## src/rtl/fwd_scoreboard_if.sv

```systemverilog
// fwd_scoreboard_if: issue, operand, forwarding and retire signals between EX and the scoreboard
interface fwd_scoreboard_if #(
  parameter int FULLW = 32,
  parameter int REGAW = 4,
  parameter int NREAD = 3
);
  logic                   issue_valid;
  logic                   issue_we;
  logic [REGAW-1:0]       issue_wa;
  logic                   issue_is_load;
  logic [FULLW-1:0]       ex_result;
  logic [FULLW-1:0]       mem_result;
  logic [NREAD*REGAW-1:0] src_a;
  logic [NREAD-1:0]       src_used;
  logic [NREAD*FULLW-1:0] rf_data;
  logic                   flush;
  logic [NREAD*FULLW-1:0] fwd_data;
  logic                   stall;
  logic                   wb_valid;
  logic [REGAW-1:0]       wb_wa;
  logic [FULLW-1:0]       wb_wd;
  logic [15:0]            stall_cnt;
  modport master (
    output issue_valid, issue_we, issue_wa, issue_is_load, ex_result, mem_result,
           src_a, src_used, rf_data, flush,
    input  fwd_data, stall, wb_valid, wb_wa, wb_wd, stall_cnt
  );
  modport slave (
    input  issue_valid, issue_we, issue_wa, issue_is_load, ex_result, mem_result,
           src_a, src_used, rf_data, flush,
    output fwd_data, stall, wb_valid, wb_wa, wb_wd, stall_cnt
  );
endinterface

```

## src/rtl/fwd_scoreboard.sv

```systemverilog
// fwd_scoreboard: in-flight write tracking, operand forwarding, load-use stall and retire port
module fwd_scoreboard #(
  parameter int FULLW       = 32,
  parameter int REGAW       = 4,
  parameter int DEPTH       = 3,
  parameter int NREAD       = 3,
  parameter int LOAD_LAT    = 1,
  parameter int FLUSH_SLOTS = 1,
  parameter int PC_IDX      = 15
) (
  input logic            clk,
  input logic            reset,
  fwd_scoreboard_if.slave bus
);
  logic [DEPTH-1:0] valid;
  logic [DEPTH-1:0] pending;
  logic [REGAW-1:0] wa [DEPTH];
  logic [FULLW-1:0] data [DEPTH];
  logic [NREAD-1:0] hazard;
  logic [15:0]      cnt;

  for (genvar i = 0; i < NREAD; i++) begin : g_port
    logic [REGAW-1:0] src;
    logic [FULLW-1:0] rf;
    logic [FULLW-1:0] fwd;
    logic             hit_pend;
    assign src = bus.src_a[i*REGAW +: REGAW];
    assign rf  = bus.rf_data[i*FULLW +: FULLW];
    // scan oldest to youngest so the youngest matching slot has the last word
    always_comb begin
      fwd      = rf;
      hit_pend = 1'b0;
      for (int k = DEPTH - 1; k >= 0; k--)
        if (valid[k] && wa[k] == src && bus.src_used[i] && src != REGAW'(PC_IDX)) begin
          fwd      = pending[k] ? rf : data[k];
          hit_pend = pending[k];
        end
    end
    assign bus.fwd_data[i*FULLW +: FULLW] = fwd;
    assign hazard[i] = hit_pend;
  end

  assign bus.stall     = ~bus.flush & bus.issue_valid & |hazard;
  assign bus.wb_valid  = valid[DEPTH-1] & ~pending[DEPTH-1];
  assign bus.wb_wa     = wa[DEPTH-1];
  assign bus.wb_wd     = data[DEPTH-1];
  assign bus.stall_cnt = cnt;

  // flush kills the issue plus the FLUSH_SLOTS youngest pre-edge slots (post-shift 1..FLUSH_SLOTS)
  always_ff @(posedge clk) begin
    if (reset) begin
      valid   <= '0;
      pending <= '0;
      cnt     <= '0;
      for (int k = 0; k < DEPTH; k++) begin
        wa[k]   <= '0;
        data[k] <= '0;
      end
    end else begin
      valid[0]   <= bus.issue_valid & bus.issue_we & ~bus.stall & ~bus.flush;
      wa[0]      <= bus.issue_wa;
      pending[0] <= bus.issue_is_load;
      data[0]    <= bus.ex_result;
      for (int k = 1; k < DEPTH; k++) begin
        valid[k]   <= valid[k-1] & ~(bus.flush & (k <= FLUSH_SLOTS));
        wa[k]      <= wa[k-1];
        pending[k] <= pending[k-1] & (k != LOAD_LAT);
        data[k]    <= (k == LOAD_LAT && pending[k-1]) ? bus.mem_result : data[k-1];
      end
      cnt <= cnt + 16'(bus.stall && cnt != 16'hFFFF);
    end
  end
endmodule

```

## src/flat_wrapper.sv

```systemverilog
// flat-port wrapper written by rule: the top's interface ports become plain ports
module fwd_scoreboard_flat 
#(
  parameter int FULLW       = 32,
  parameter int REGAW       = 4,
  parameter int DEPTH       = 3,
  parameter int NREAD       = 3,
  parameter int LOAD_LAT    = 1,
  parameter int FLUSH_SLOTS = 1,
  parameter int PC_IDX      = 15
)
  (clk, reset, bus_issue_valid, bus_issue_we, bus_issue_wa, bus_issue_is_load, bus_ex_result, bus_mem_result, bus_src_a, bus_src_used, bus_rf_data, bus_flush, bus_fwd_data, bus_stall, bus_wb_valid, bus_wb_wa, bus_wb_wd, bus_stall_cnt);
  fwd_scoreboard_if #(.FULLW(FULLW), .REGAW(REGAW), .NREAD(NREAD)) bus_i ();
  input logic clk;
  input logic reset;
  input wire logic [$bits(bus_i.issue_valid)-1:0] bus_issue_valid;
  input wire logic [$bits(bus_i.issue_we)-1:0] bus_issue_we;
  input wire logic [$bits(bus_i.issue_wa)-1:0] bus_issue_wa;
  input wire logic [$bits(bus_i.issue_is_load)-1:0] bus_issue_is_load;
  input wire logic [$bits(bus_i.ex_result)-1:0] bus_ex_result;
  input wire logic [$bits(bus_i.mem_result)-1:0] bus_mem_result;
  input wire logic [$bits(bus_i.src_a)-1:0] bus_src_a;
  input wire logic [$bits(bus_i.src_used)-1:0] bus_src_used;
  input wire logic [$bits(bus_i.rf_data)-1:0] bus_rf_data;
  input wire logic [$bits(bus_i.flush)-1:0] bus_flush;
  output wire logic [$bits(bus_i.fwd_data)-1:0] bus_fwd_data;
  output wire logic [$bits(bus_i.stall)-1:0] bus_stall;
  output wire logic [$bits(bus_i.wb_valid)-1:0] bus_wb_valid;
  output wire logic [$bits(bus_i.wb_wa)-1:0] bus_wb_wa;
  output wire logic [$bits(bus_i.wb_wd)-1:0] bus_wb_wd;
  output wire logic [$bits(bus_i.stall_cnt)-1:0] bus_stall_cnt;
  assign bus_i.issue_valid = bus_issue_valid;
  assign bus_i.issue_we = bus_issue_we;
  assign bus_i.issue_wa = bus_issue_wa;
  assign bus_i.issue_is_load = bus_issue_is_load;
  assign bus_i.ex_result = bus_ex_result;
  assign bus_i.mem_result = bus_mem_result;
  assign bus_i.src_a = bus_src_a;
  assign bus_i.src_used = bus_src_used;
  assign bus_i.rf_data = bus_rf_data;
  assign bus_i.flush = bus_flush;
  assign bus_fwd_data = bus_i.fwd_data;
  assign bus_stall = bus_i.stall;
  assign bus_wb_valid = bus_i.wb_valid;
  assign bus_wb_wa = bus_i.wb_wa;
  assign bus_wb_wd = bus_i.wb_wd;
  assign bus_stall_cnt = bus_i.stall_cnt;
  fwd_scoreboard #(.FULLW(FULLW), .REGAW(REGAW), .DEPTH(DEPTH), .NREAD(NREAD), .LOAD_LAT(LOAD_LAT), .FLUSH_SLOTS(FLUSH_SLOTS), .PC_IDX(PC_IDX)) u_core (.clk(clk), .reset(reset), .bus(bus_i));
endmodule
```

## config.mk

```make
export PLATFORM = sky130hd
export DESIGN_NAME = fwd_scoreboard_flat
export DESIGN_NICKNAME = d
export VERILOG_FILES = /design/src/rtl/fwd_scoreboard_if.sv /design/src/rtl/fwd_scoreboard.sv /design/src/flat_wrapper.sv
export SDC_FILE = /design/constraint.sdc
export NUM_CORES = 1
export LEC_CHECK = 0
export ABC_AREA = 1
export ABC_CLOCK_PERIOD_IN_PS = 3150
export CORE_UTILIZATION = 35
export CTS_CLUSTER_DIAMETER = 50
export DETAILED_ROUTE_END_ITERATION = 8
export HOLD_SLACK_MARGIN = 0.15
export PLACE_DENSITY = 0.7
export SLEW_MARGIN = 40
export SYNTH_ARGS = -nofsm -noshare
export SYNTH_HDL_FRONTEND = slang
export SYNTH_SLANG_ARGS = --single-unit
```

## constraint.sdc

```tcl
create_clock -name clk -period 3.15 [get_ports clk]
set_clock_uncertainty 0.2 [all_clocks]
set_input_delay 0.63 -clock clk [delete_from_list [all_inputs] [get_ports clk]]
set_output_delay 0.63 -clock clk [all_outputs]
set_load 0.05 [all_outputs]
```

### Word level (Yosys, flattened, before mapping)

Memories as Yosys holds them, arrays and structs flattened.
Cells that the tools add are included.

| storage, ports and cells | value |
|---|---|
| flip-flop bits (word level) | 22 |
| bits in writable memories | 108 |
| bits of input ports | 185 |
| logic and storage cells | 102 |
| memories | 2 |

Memory list:

| memory | words | bits a word | rd ports | clocked after memory_dff | wr ports | line | source |
|---|---|---|---|---|---|---|---|
| u_core.data | 3 | 32 | 3 | 0 | 3 | fwd_scoreboard.sv:18 | `logic [FULLW-1:0] data [DEPTH];` |
| u_core.wa | 3 | 4 | 3 | 0 | 3 | fwd_scoreboard.sv:17 | `logic [REGAW-1:0] wa [DEPTH];` |

| operators by class | value |
|---|---|
| add/sub/neg operators | 1 |
| eq/ne operators | 13 |
| multiplexer cells | 37 |
| bitwise logic cells | 16 |
| reductions and logical operators | 29 |

Operator list:

| cell | number |
|---|---|
| 2-to-1 mux 32 bit | 22 |
| equality test 4 bit | 9 |
| logical AND 1 bit | 28 |
| adder 16 x 1 -> 16 bit | 1 |
| != test 16 bit, second input constant | 1 |
| 2-to-1 mux 1 bit | 12 |
| 2-to-1 mux 4 bit | 3 |
| != test 4 bit, second input constant | 3 |
| bitwise AND 1 bit | 7 |
| bitwise OR 1 bit | 6 |
| inverter 1 bit | 3 |
| OR reduction 3 bit | 1 |

### Longest topological paths before layout

Gate-level depths: netlist of run 1.

| depth | value |
|---|---|
| depth in word-level cells | 12 |
| depth in mapped cells | 16 |

### Worst setup path after synthesis of run 1

Ideal clock, no wire load.

| path | value |
|---|---|
| kind | input port to output port |
| from | in bus_src_a[9] |
| to | out bus_fwd_data[67] |
| data arrival time | 1.747 ns |
| setup slack | 0.573 ns |
| stages | 8 |
| cell sequence | nand2_1 > nor2_4 > nor2_2 > buf_2 > nand4_1 > nand3_1 > nand2_1 > nand2_1 |

| between the ends | value |
|---|---|
| cells in the longest elaborated chain, start to end | 7 |

RTL lines:

| what | line | source |
|---|---|---|
| start: declaration | flat_wrapper.sv:22 | `input wire logic [$bits(bus_i.src_a)-1:0] bus_src_a;` |
| equality test 4 bit | fwd_scoreboard.sv:34 | `if (valid[k] && wa[k] == src && bus.src_used[i] && src != REGAW'(PC_IDX)) begin` |
| logical AND 1 bit (3 in series) | fwd_scoreboard.sv:34 |  |
| 2-to-1 mux 32 bit (2 in series) | fwd_scoreboard.sv:34 |  |
| 2-to-1 mux 32 bit * | fwd_scoreboard.sv:34 |  |
| end: declaration | flat_wrapper.sv:26 | `output wire logic [$bits(bus_i.fwd_data)-1:0] bus_fwd_data;` |

Every way passes the cells marked *; elsewhere a longest branch is shown, timed or not.

### Worst setup path in the final report of run 1

| path | value |
|---|---|
| from | in bus_src_used[1] |
| to | out bus_fwd_data[49] |

| between the ends | value |
|---|---|
| cells in the longest elaborated chain, start to end | 5 |

RTL lines:

| what | line | source |
|---|---|---|
| start: declaration | flat_wrapper.sv:23 | `input wire logic [$bits(bus_i.src_used)-1:0] bus_src_used;` |
| logical AND 1 bit (2 in series) | fwd_scoreboard.sv:34 |  |
| 2-to-1 mux 32 bit (2 in series) | fwd_scoreboard.sv:34 |  |
| 2-to-1 mux 32 bit * | fwd_scoreboard.sv:34 |  |

Marked as above.

==> results of run 1 <==
[per-stage QoR]
stage,hold slack [ns],instance area (sq um),worst slack (ns)
2_1_floorplan,0.230,9610,0.573
3_3_place_gp,0.248,13200,-0.294
3_5_place_dp,0.244,13200,-0.312
4_1_cts,0.256,14100,0.00107
5_1_grt,0.280,14100,0.000656
6_report,0.259,14100,0.136
[logic make-up after synthesis]
group | count (synthesis) | synth area share, %
buf+inv | 261 | 13.0
fa+ha+maj | 2 | 0.260
simple gates | 1321 | 57.4
flops | 128 | 26.7
compound gates | 44 | 2.32
xor+xnor | 4 | 0.365
[cells in the mapped netlist]
| cell type | n | area share [%] |
|---|---|---|
| sky130_fd_sc_hd__dfxtp_1 | 128 | 27 |
| sky130_fd_sc_hd__nand3_2 | 5 | 0.52 |
| sky130_fd_sc_hd__nor2_1 | 316 | 12 |
| sky130_fd_sc_hd__inv_2 | 16 | 0.62 |
| sky130_fd_sc_hd__ha_1 | 2 | 0.26 |
| sky130_fd_sc_hd__nor2_2 | 5 | 0.33 |
| sky130_fd_sc_hd__buf_4 | 45 | 3.5 |
| sky130_fd_sc_hd__buf_6 | 3 | 0.35 |
| sky130_fd_sc_hd__a31oi_1 | 2 | 0.13 |
| sky130_fd_sc_hd__xnor2_1 | 2 | 0.18 |
| sky130_fd_sc_hd__nor2_4 | 8 | 0.94 |
| sky130_fd_sc_hd__nor4_1 | 1 | 0.065 |
| sky130_fd_sc_hd__buf_2 | 61 | 3.2 |
| sky130_fd_sc_hd__nand3_4 | 4 | 0.73 |
| sky130_fd_sc_hd__a21oi_1 | 39 | 2.0 |
| sky130_fd_sc_hd__buf_1 | 2 | 0.078 |
| sky130_fd_sc_hd__nand2_2 | 1 | 0.065 |
| sky130_fd_sc_hd__nand3_1 | 113 | 5.9 |
| sky130_fd_sc_hd__nor3_1 | 4 | 0.21 |
| sky130_fd_sc_hd__nand4_1 | 100 | 6.5 |
| sky130_fd_sc_hd__o21ai_0 | 3 | 0.16 |
| sky130_fd_sc_hd__clkbuf_1 | 29 | 1.1 |
| sky130_fd_sc_hd__xor2_1 | 2 | 0.18 |
| sky130_fd_sc_hd__nand2_1 | 764 | 30 |
| sky130_fd_sc_hd__inv_1 | 105 | 4.1 |
[cell type report]
class,instances,share of cell area (%)
diodes,1,0.0177
clock buffers,24,3.63
clock inverters,8,0.699
inverters,121,3.35
multi-input cells,1371,41.4
flip-flops and latches,128,18.2
well taps,341,3.02
repair buffers,414,29.6
[timing repair]
action	in CTS	in global routing
cloned	5	0
setup endpoints to repair	97	88
pin swaps	6	4
gates resized for setup	62	40
[worst max-delay path by stage]
stage | from | to
finish | bus_src_used[1] | bus_fwd_data[49]
global route | u_core.wa[0][9]$_SDFF_PP0_ | bus_fwd_data[1]
CTS | bus_src_a[10] | bus_fwd_data[84]
detailed placement | bus_src_a[3] | bus_fwd_data[1]
global placement | bus_src_a[7] | bus_fwd_data[32]
floorplan | bus_src_a[9] | bus_fwd_data[67]
[flip-flops by register name, indices dropped and copies added, names as in the netlist]
signal,count
u_core.bus.stall_cnt,16
u_core.wa,12
u_core.valid,3
u_core.pending,1
u_core.data,96
[layer usage]
layer	part of all wire (%)	GRT usage [%]
met1	41	36.4
met2	46	47.5
met3	8.8	6.59
met4	3.3	12.3
met5	0.024	0
[where the power goes]
part,switching (mW),leakage [nW],internal (mW)
clock,0.773,0.298,1.30
combinational,0.788,5.85,0.492
sequential,0.0730,1.05,1.69
[worst min-delay path, cell delays in order (launching register included)]
cell and delay [ns]:
sky130_fd_sc_hd__dfxtp_1 0.33, sky130_fd_sc_hd__inv_1 0.06, sky130_fd_sc_hd__nor2_1 0.03
==> key figures, run 1 <==
Critical path
  – Critical-path maximum fanout: 15
  – Reg-to-Reg Start: u_core.wa[0][3]$_SDFF_PP0_
  – Critical path class: in -> out
  – Family with the most delay on the worst path: buffers and inverters
  – Slowest cell on the critical path: sky130_fd_sc_hd__dlygate4sd2_1
  – Worst Path Required: roughly 2.3 ns
  – List of cells traversed by the critical path: dlygate4sd2_1, buf_4, nand2_1, inv_1, nand2_1, nor2_4, buf_6, nand4_1, nand3_1, nand2_1, nand2_1, buf_4
  – Arrival time of data at the critical path endpoint: between 2 and 2.5 ns
  – Cell mode on critical path: sky130_fd_sc_hd__nand2_1
  – Number of buffers and inverters on the critical path: 5
  – Slack of the worst reg-to-reg path: 0.58 ns
  – Worst setup EP type: output pin
  – Startpoint Class: primary input
  – Maximum cell stage delay along the critical path: 0.25 ns
  – FF-to-FF End: u_core.bus.stall_cnt[8]$_SDFF_PP0_
  – Crit. path cell count: 12
  – Worst reg2reg path depth: 15

Layout
  – Leading cell type in the layout, fill and taps excluded: sky130_fd_sc_hd__nand2_1
  – Final instance count without filler cells: around 2400
  – Number of nets at the end of the flow: ~2200
  – Total area of sequential cells: ~0.0026 sq mm
  – Filler cells: approximately 2700
  – Fraction of layout instances using a drive strength above 1: approximately an eighth
  – Total area of multi-input combinational cells: 0.00586 sq mm
  – Share of the core filled with cells: between 50% and 60%
  – Commonest cells after routing, fill and taps aside: sky130_fd_sc_hd__nand2_1, sky130_fd_sc_hd__nor2_1, sky130_fd_sc_hd__clkdlybuf4s50_1
  – Area growth from synthesis to final layout: 47.1%

Clock network
  – Clock input transition at the sequential cells of the worst setup and hold paths: 0.06 ns
  – TritonCTS clock tree: yes
  – Clk buf depth: 2
  – CTS Root Cell: sky130_fd_sc_hd__clkbuf_16
  – CTS H-Tree Depth: 4
  – Buffers inserted by post-CTS timing repair: 0
  – Number of CTS-inserted buffers: 17
  – Clock latency at the later pin of the worst-skew pair: approximately 0.41 ns
  – CTS Hold Bufs: 0
  – Clock sink count: 128

Yosys
  – Mapped Cells: between 1500 and 2000
  – Yosys Warn Count: 0
  – Cell Area, Synth: ~0.0096 sq mm
  – Cell variety after synth: 25
  – Post-Syn Nets: 1947
  – Number of storage elements in the synthesis netlist: 128
  – Syn Area/Cell: between 5 and 6 sq um
  – Register area share after synthesis: between 20% and 30%

Timing
  – Final cycle utilization of the critical path: 95.7%
  – Slew HR: 55.8%
  – Slew of the pin with the lowest slew margin: around 0.66 ns
  – Number of max-slew violations in the final report: 0
  – Final number of hold-violating endpoints: 0
  – Max frequency: 0.332 GHz
  – Final setup violation count: 0
  – Tmin final: 3.01 ns
  – Accumulated negative setup slack: 0 ns
  – RSZ-0062 raised after global routing: false

Floorplan
  – Area of the placeable core: roughly 0.027 sq mm
  – Initial core utilization: approximately 36%
  – Count of boundary I/O pins: 335
  – Full die area: roughly 0.028 sq mm
  – Die outline height: 168 um
  – DIE WIDTH: roughly 170 um
  – Cell row count: 60

Global routing
  – Largest net degree at the start of global routing: ~60
  – Initial antenna violation count: 2
  – Total track usage: 29.0%
  – Total overflow reported by the global router: 0
  – Wire length of the first global-routing pass: about 64 mm
  – Vias in the first global route: 11713

Pwr
  – Static Leakage: about 7.2 nW
  – Total power draw: 5.11 mW
  – Power density of the placed cells: 361 mW/mm^2
  – Largest vdd supply drop: roughly 320 uV

Flow run
  – Max cap viols: 0

Routing
  – Initial detailed-routing violation count: around 1300
  – Detailed-route wire length per cell: 17.1 um
  – Count of vias placed by the detailed router: around 12000
  – Post-detailed-routing wire length: roughly 41 mm
  – Detailed-route DRC error count: 0
  – Number of vias per cell after detailed routing: just over 5
  – Routed Antenna Nets: 0
  – First-pass iteration count of the detailed router: 6

Placed design
  – HPWL after detailed placement: 29.1 mm
  – Buffers added on ports: 334
  – Inst Count DP: approximately 2400
  – Weighted congestion reported at the end of routability-driven placement: 0.975

Worst hold path
  – Classification of the worst-slack hold path: reg -> reg
  – Worst hold start: u_core.data[0][37]$_SDFF_PP0_
  – Hold path cells: 2
  – Min-Delay Endpoint: u_core.data[0][69]$_SDFF_PP0_

Status
  – Run status: complete, no violations
(Power assumes the default switching activity.)
==> inputs of run 2 (changes only) <==
--- a/config.mk
+++ b/config.mk
@@ -6,7 +6,7 @@
 export NUM_CORES = 1
 export LEC_CHECK = 0
 export ABC_AREA = 1
-export ABC_CLOCK_PERIOD_IN_PS = 3150
+export ABC_CLOCK_PERIOD_IN_PS = 2900
 export CORE_UTILIZATION = 35
 export CTS_CLUSTER_DIAMETER = 50
 export DETAILED_ROUTE_END_ITERATION = 8
==> constraint.sdc (replaced) <==
create_clock -name clk -period 2.9 [get_ports clk]
set_clock_uncertainty 0.2 [all_clocks]
set_input_delay 0.435 -clock clk [delete_from_list [all_inputs] [get_ports clk]]
set_output_delay 0.435 -clock clk [all_outputs]
set_load 0.05 [all_outputs]
==> run 2 against run 1 <==
  * Non-clock buffer count increased by 22
  * Total power is 13% higher
  * Highest routed layer unchanged
  * Sequential share of layout area decreased by 0.42 points
  * Cell area grew 2.8%
  * Global-route usage shrank 0.41 points
  * Combinational power up 11%
  * Register-to-register slack worse by 0.27 ns
  * Via count about the same
  * Setup slack worse by 0.066 ns
  * Clock power up 17%
  * Flip-flop and latch count did not move
  * Count of clock-buffer cells in the layout is 3 lower
==> key figures, run 2 (synthesis gave the netlist of run 1 again) <==
Layout
  – Most flop-heavy register: u_core.data
  – Final std cell area, no fill: between 0.01 and 0.015 sq mm
  – Total area of multi-input combinational cells: slightly below 0.006 sq mm
  – Leading cell type in the layout, fill and taps excluded: sky130_fd_sc_hd__nand2_1
  – Commonest cells after routing, fill and taps aside: sky130_fd_sc_hd__nand2_1, sky130_fd_sc_hd__nor2_1, sky130_fd_sc_hd__clkdlybuf4s50_1
  – Area growth from synthesis to final layout: 51.3%
  – Filler cells: 2680
  – Number of nets at the end of the flow: approximately 2300
  – Total area of sequential cells: 0.00259 sq mm
  – Fraction of layout instances using a drive strength above 1: between 10% and 20%
  – Count of inserted antenna diode cells: 0
  – Max reg flops: 96

Critical path
  – Worst setup EP type: output pin
  – Worst reg2reg path depth: 16
  – Arrival time of data at the critical path endpoint: around 2.2 ns
  – List of cells traversed by the critical path: inv_4, nand2_2, nand2_2, nor2_4, nand3_4, clkbuf_16, nand2_1, nand3_1, nand2_1, nand2_1, buf_4
  – Slowest cell on the critical path: sky130_fd_sc_hd__dfxtp_4
  – Cell mode on critical path: sky130_fd_sc_hd__nand2_1
  – Worst Path Required: between 2 and 2.5 ns
  – Maximum cell stage delay along the critical path: between 0.3 and 0.4 ns
  – Startpoint Class: register
  – Critical-path maximum fanout: 10
  – Critical path class: reg -> out

Clock network
  – Clock input transition at the sequential cells of the worst setup and hold paths: about 0.060 ns
  – TritonCTS clock tree: yes
  – Clk buf depth: 2
  – Clock latency at the later pin of the worst-skew pair: between 0.4 and 0.5 ns
  – CTS H-Tree Depth: 4
  – CTS Root Cell: sky130_fd_sc_hd__clkbuf_16
  – Clock sink count: around 130
  – Number of CTS-inserted buffers: 17

Global routing
  – Total track usage: about 29%
  – Total overflow reported by the global router: 0
  – Initial antenna violation count: 1
  – Largest net degree at the start of global routing: ~110
  – Wire length of the first global-routing pass: between 60 and 70 mm
  – Vias in the first global route: 11392

Floorplan
  – Area of the placeable core: roughly 0.027 sq mm
  – Count of boundary I/O pins: 335
  – Cell row count: 60
  – Full die area: 0.0281 sq mm
  – Initial core utilization: ~36%
  – Die outline height: ~170 um
  – DIE WIDTH: 168 um

Routing
  – Initial detailed-routing violation count: between 1000 and 1500
  – First-pass iteration count of the detailed router: 5
  – Detailed-route DRC error count: 0
  – Number of vias per cell after detailed routing: between 5 and 6
  – Routed Antenna Nets: 0
  – Detailed-route wire length per cell: around 17 um
  – Count of vias placed by the detailed router: 12470
  – Post-detailed-routing wire length: 42.1 mm

Worst hold path
  – Classification of the worst-slack hold path: reg -> reg
  – Hold path cells: 2

Pwr
  – Power density of the placed cells: approximately 400 mW/mm^2
  – Total power draw: about 5.8 mW
  – Static Leakage: 7.41 nW
  – Largest vdd supply drop: approximately 270 uV

Placed design
  – Cell area after placement: around 0.013 sq mm
  – HPWL after detailed placement: 29.2 mm
  – Weighted congestion reported at the end of routability-driven placement: approximately 0.94
  – Buffers added on ports: 334

Timing
  – Slew HR: between 50% and 60%
  – Slew of the pin with the lowest slew margin: 0.599 ns
  – Final setup violation count: 0
  – Tmin final: 2.83 ns
  – Final number of hold-violating endpoints: 0
  – Max frequency: about 0.35 GHz
  – Number of max-slew violations in the final report: 0
  – Final cycle utilization of the critical path: between 90% and 100%

Flow run
  – Max cap viols: 0

Status
  – Run status: complete, no violations
## run 2: cell types whose count changed in the layout (fill, tap and decap cells not counted), sizes merged
| cell | delta |
|---|---|
| buf | +14 |
| bufbuf | -1 |
| bufinv | +2 |
| clkbuf | -4 |
| clkdlybuf4s15 | +2 |
| clkinv | +1 |
| clkinvlp | -1 |
| diode | -1 |
| dlygate4sd2 | +6 |
| dlymetal6s2s | +2 |
| inv | +1 |
## run 2: layer usage
layer,wire (um),vias up,track usage [%]
met5,13,-,0
met4,1100,2,9.61
met3,3640,90,4.51
met2,19900,686,48.6
met1,17400,5613,36.6
li1,-,6079,-
## run 2: per-stage QoR
| stage | hold slack (ns) | setup TNS [ns] | instances | util, % | setup slack (ns) |
|---|---|---|---|---|---|
| 4_1_cts | 0.255 | 0 | 2417 | 52.3 | 0.0151 |
| 3_5_place_dp | 0.245 | -12.37 | 2381 | 49.4 | -0.299 |
| 5_1_grt | 0.270 | -0.0387 | 2429 | 54.0 | -0.0141 |
| 3_3_place_gp | 0.240 | -11.13 | 2381 | 49.4 | -0.226 |
| 6_report | 0.260 | 0 | 2429 | 54.0 | 0.0706 |
| 2_1_floorplan | 0.230 | 0 | 1760 | - | 0.419 |
## run 2: power by group
group	switching (mW)	internal [mW]	leakage (nW)
clock network	0.884	1.54	0.319
logic	0.865	0.552	6.04
registers	0.0771	1.83	1.06
total	1.83	3.93	7.41
## run 2: worst paths after layout
kind | start | end | slack, ns
min reg2reg | u_core.data[0][58]$_SDFF_PP0_ | u_core.data[0][90]$_SDFF_PP0_ | 0.26
min | u_core.data[0][58]$_SDFF_PP0_ | u_core.data[0][90]$_SDFF_PP0_ | 0.26
max reg2reg | u_core.wa[0][0]$_SDFF_PP0_ | u_core.bus.stall_cnt[9]$_SDFF_PP0_ | 0.31
max | u_core.wa[0][11]$_SDFF_PP0_ | bus_fwd_data[10] | 0.07
## run 2: final cells by class
class	instances	area share [%]
sequential	128	17.8
inverter	121	3.24
timing repair buffer	436	31.1
multi-input combinational	1371	40.4
clock buffer	21	3.31
clock inverter	11	1.21
tap	341	2.93
## run 2: repair_timing
| action | 4_1_cts | 5_1_grt |
|---|---|---|
| pin swaps | 7 | 10 |
| cloned | 2 | 7 |
| hold buffers | 0 | 0 |
| setup buffers | 2 | 5 |
| setup endpoints to repair | 96 | 100 |
| gates resized for setup | 30 | 78 |
## run 2: critical path, delay by kind of cell (launching register included)
| kind | cells | cell delay (ns) |
|---|---|---|
| DFF | 1 | 0.38 |
| buffers and inverters | 3 | 0.50 |
| and+or+nand+nor | 8 | 0.88 |
==> inputs of run 3 (changes only) <==
--- a/config.mk
+++ b/config.mk
@@ -5,13 +5,13 @@
 export SDC_FILE = /design/constraint.sdc
 export NUM_CORES = 1
 export LEC_CHECK = 0
-export ABC_AREA = 1
 export ABC_CLOCK_PERIOD_IN_PS = 2900
+export CORE_MARGIN = 2
 export CORE_UTILIZATION = 35
 export CTS_CLUSTER_DIAMETER = 50
 export DETAILED_ROUTE_END_ITERATION = 8
 export HOLD_SLACK_MARGIN = 0.15
-export PLACE_DENSITY = 0.7
+export PLACE_DENSITY = 0.71
 export SLEW_MARGIN = 40
 export SYNTH_ARGS = -nofsm -noshare
 export SYNTH_HDL_FRONTEND = slang
==> run 3 against run 2 <==
  * Non-clock buffer count increased by 29
  * The run now ends with setup timing left
  * Sequential power about the same
  * Fmax is 9.6% lower
  * Highest routed layer is now met4
  * Die area decreased by 5.4%
  * Critical endpoint is now bus_fwd_data[11]
  * Synthesized cell count is 37% lower
==> key figures, run 3 <==
Pwr
  – Relative contribution of sequential cells to total power: 32.0%
  – Power dissipated by switching net loads: roughly 2.0 mW
  – Sw Share: about a third
  – Part of the power in the clock network: 38.4%
  – Largest vdd supply drop: roughly 310 uV
  – Static Leakage: around 5.7 nW
  – Power density of the placed cells: 361 mW/mm^2
  – Fraction of power consumed by combinational cells: between 20% and 30%
  – Total internal power: 3.91 mW

Floorplan
  – Initial core utilization: a little over a third
  – Cell row count: 58
  – Full die area: around 0.027 sq mm
  – DIE WIDTH: about 160 um
  – Area of the placeable core: 0.0250 sq mm
  – Count of boundary I/O pins: 335
  – Die outline height: 163 um

Layout
  – Number of nets at the end of the flow: approximately 1600
  – Commonest cells after routing, fill and taps aside: sky130_fd_sc_hd__clkdlybuf4s50_1, sky130_fd_sc_hd__a21oi_1, sky130_fd_sc_hd__dfxtp_1
  – Filler cells: about 1900
  – Leading cell type in the layout, fill and taps excluded: sky130_fd_sc_hd__clkdlybuf4s50_1
  – Share of the core filled with cells: roughly two thirds
  – Fraction of layout instances using a drive strength above 1: a little over a third
  – Area growth from synthesis to final layout: 84.3%
  – Most flop-heavy register: u_core.data
  – Max reg flops: 96
  – Final std cell area, no fill: ~0.016 sq mm

Clock network
  – CTS Root Cell: sky130_fd_sc_hd__clkbuf_16
  – Clock input transition at the sequential cells of the worst setup and hold paths: 0.07 ns
  – Clock latency at the later pin of the worst-skew pair: roughly 0.43 ns
  – CTS H-Tree Depth: 4
  – Number of CTS-inserted buffers: 17
  – Clk buf depth: 2
  – Clock sink count: approximately 130
  – TritonCTS clock tree: yes

Yosys
  – Number of storage elements in the synthesis netlist: between 100 and 150
  – Number of flops mapped to enable cells by yosys: 0
  – Top_reg_cell synth: sky130_fd_sc_hd__dfxtp_1
  – Leading cell types by total area after synthesis: sky130_fd_sc_hd__dfxtp_1, sky130_fd_sc_hd__a21oi_1, sky130_fd_sc_hd__a221oi_2
  – Syn Area/Cell: about 8 sq um
  – Register area share after synthesis: between 20 and 30%
  – Yosys top cell area share: slightly below 30%
  – Leading cell type by number of instances after synthesis: sky130_fd_sc_hd__a21oi_1
  – Cell variety after synth: 34
  – Cell Area, Synth: about 0.0089 sq mm
  – Yosys Warn Count: 0
  – Mapped Cells: 1105
  – Cell types with the highest counts after synthesis: sky130_fd_sc_hd__a21oi_1, sky130_fd_sc_hd__dfxtp_1, sky130_fd_sc_hd__nor2b_1
  – Post-Syn Nets: 1292
  – Post-synthesis async set-or-reset flop share: 0%
  – Area leader, netlist: sky130_fd_sc_hd__dfxtp_1

Global routing
  – Total overflow reported by the global router: 0
  – Total track usage: 30.8%
  – Initial antenna violation count: 1
  – Largest net degree at the start of global routing: slightly below 80
  – Vias in the first global route: between 10000 and 15000
  – Wire length of the first global-routing pass: 63.3 mm

Critical path
  – Startpoint Class: register
  – Critical path class: reg -> out
  – Family with the most delay on the worst path: simple AND/OR/NAND/NOR gates
  – Reg-to-Reg Start: u_core.wa[0][0]$_SDFF_PP0_
  – Maximum cell stage delay along the critical path: between 0.5 and 0.6 ns
  – List of cells traversed by the critical path: xnor2_2, nand3_2, or3_4, buf_12, a221oi_2, o22ai_1, buf_4, buf_12
  – Cell mode on critical path: sky130_fd_sc_hd__buf_12
  – Worst setup EP type: output pin
  – Critical-path maximum fanout: 8
  – Number of buffers and inverters on the critical path: 3
  – Slack of the worst reg-to-reg path: 0.03 ns
  – Worst Path Required: between 2 and 2.5 ns
  – Slowest cell on the critical path: sky130_fd_sc_hd__or3_4
  – Arrival time of data at the critical path endpoint: between 2 and 2.5 ns
  – Worst reg2reg path depth: 13
  – FF-to-FF End: u_core.bus.stall_cnt[14]$_SDFF_PP0_

Routing
  – Count of vias placed by the detailed router: between 10000 and 15000
  – Number of vias per cell after detailed routing: roughly 6
  – Routed Antenna Nets: 0
  – First-pass iteration count of the detailed router: 5
  – Detailed-route DRC error count: 0
  – Initial detailed-routing violation count: roughly 1200
  – Detailed-route wire length per cell: 24.7 um
  – Post-detailed-routing wire length: 43.9 mm

Timing
  – Tmin final: around 3.1 ns
  – Slew of the pin with the lowest slew margin: approximately 0.80 ns
  – RSZ-0062 raised after global routing: true
  – Final setup violation count: 96
  – Final number of hold-violating endpoints: 0
  – Slew HR: a little under half
  – Number of max-slew violations in the final report: 0
  – Final cycle utilization of the critical path: 108%
  – Smallest hold slack: approximately 0.28 ns
  – Max frequency: around 0.32 GHz
  – Least setup slack across all paths after layout: -0.230 ns

Worst hold path
  – Hold path cells: 2
  – Classification of the worst-slack hold path: reg -> reg
  – Worst hold start: u_core.wa[0][1]$_SDFF_PP0_
  – Min-Delay Endpoint: u_core.wa[0][5]$_SDFF_PP0_

Status
  – Run status: finished with violations
  – Violations in the final reports: setup timing

Placed design
  – Weighted congestion reported at the end of routability-driven placement: 0.888
  – Setup slack after placement: -0.659 ns
  – HPWL after detailed placement: roughly 27 mm
  – Buffers added on ports: around 330
  – Cell area after placement: about 0.013 sq mm

Flow run
  – Max cap viols: 0
[run 3: cell types whose count changed after synthesis, moves of 49 or more]
cell	change
sky130_fd_sc_hd__nand2_1	-726
sky130_fd_sc_hd__nor2_1	-265
sky130_fd_sc_hd__a21oi_1	+156
sky130_fd_sc_hd__nor2b_1	+112
sky130_fd_sc_hd__nand3_1	-100
sky130_fd_sc_hd__inv_1	-99
sky130_fd_sc_hd__o22ai_1	+96
sky130_fd_sc_hd__nand4_1	-88
sky130_fd_sc_hd__clkbuf_1	+51
sky130_fd_sc_hd__a221oi_2	+49
sky130_fd_sc_hd__buf_2	-49
[run 3: through the flow]
step           setup TNS (ns)  total power [mW]  cells
6_report               -11.58              5.90   1782
5_1_grt                -18.48              6.08   1782
4_1_cts                 -5.26              5.79   1755
3_5_place_dp           -47.89              3.45   1705
3_3_place_gp           -43.11              3.43   1705
2_1_floorplan           -1.04              2.67   1105
[run 3: area by class of cell]
type                    count  area, sq um  share of cell area (%)
multi-input cells         820         7110                    43.5
repair buffers            465         5580                    34.2
flip-flops and latches    128         2590                    15.9
clock buffers              17          425                    2.60
well taps                 330          413                    2.53
clock inverters            15          188                    1.15
inverters                   6         22.5                   0.138
diodes                      1         2.50                  0.0153
[run 3: how the worst max path moves through the flow]
stage                           startpoint                             endpoint  slack [ns]  cells past startpoint
2_1_floorplan                bus_src_a[11]  u_core.bus.stall_cnt[12]$_SDFF_PP0_       -0.23                     13
3_3_place_gp                 bus_src_a[11]  u_core.bus.stall_cnt[12]$_SDFF_PP0_       -0.63                     13
3_5_place_dp                 bus_src_a[11]  u_core.bus.stall_cnt[12]$_SDFF_PP0_       -0.66                     13
4_1_cts        u_core.wa[0][10]$_SDFF_PP0_                     bus_fwd_data[25]       -0.12                      7
5_1_grt        u_core.wa[0][11]$_SDFF_PP0_                     bus_fwd_data[11]       -0.26                      8
6_report        u_core.wa[0][8]$_SDFF_PP0_                     bus_fwd_data[11]       -0.23                      8
[run 3: repair_timing]
action	in CTS	in global routing
gates cloned	6	4
buffers inserted	13	24
hold endpoints to repair	0	0
resized for setup	188	130
hold buffers	0	0
endpoints found under the setup margin	105	104
pin swaps	73	86
[run 3: power groups by stage]
stage | clock (mW) | sequential (mW) | combinational (mW)
after floorplan | 0 | 1.90 | 0.775
after global placement | 0 | 1.92 | 1.51
after detailed placement | 0 | 1.92 | 1.53
after CTS | 2.29 | 1.88 | 1.62
after global routing | 2.38 | 1.89 | 1.82
final | 2.27 | 1.89 | 1.75
[run 3: worst register-to-register path, stage by stage (launching register included)]
cell and delay, ns:
sky130_fd_sc_hd__dfxtp_2 0.33, sky130_fd_sc_hd__buf_4 0.14, sky130_fd_sc_hd__xor2_1 0.16, sky130_fd_sc_hd__nor3_2 0.23, sky130_fd_sc_hd__nand4_1 0.26, sky130_fd_sc_hd__a31oi_4 0.27, sky130_fd_sc_hd__nor2b_4 0.19, sky130_fd_sc_hd__ha_4 0.15
sky130_fd_sc_hd__ha_4 0.12, sky130_fd_sc_hd__and3_4 0.21, sky130_fd_sc_hd__nand3_4 0.11, sky130_fd_sc_hd__nor3_2 0.15, sky130_fd_sc_hd__xnor2_1 0.13, sky130_fd_sc_hd__nor2_1 0.06
[run 3: cells by family (layout without fill, tap and decap cells)]
logic type,count (synthesis),after routing,share of synthesized area (%)
compound gates,424,424,32.9
buf+inv,157,503,9.87
fa+ha+maj,2,2,0.282
simple gates,349,349,23.5
other cells,0,1,0
flops,128,128,28.9
xor+xnor,45,45,4.45
[run 3: per-layer routing]
metal / vias to the layer above / global-route usage, % / routed length [um]
li1: 4783 / - / -
met1: 5202 / 37.5 / 17200
met2: 781 / 50.8 / 20900
met3: 163 / 7.21 / 3950
met4: 0 / 15.4 / 1910
met5: - / 0 / 0
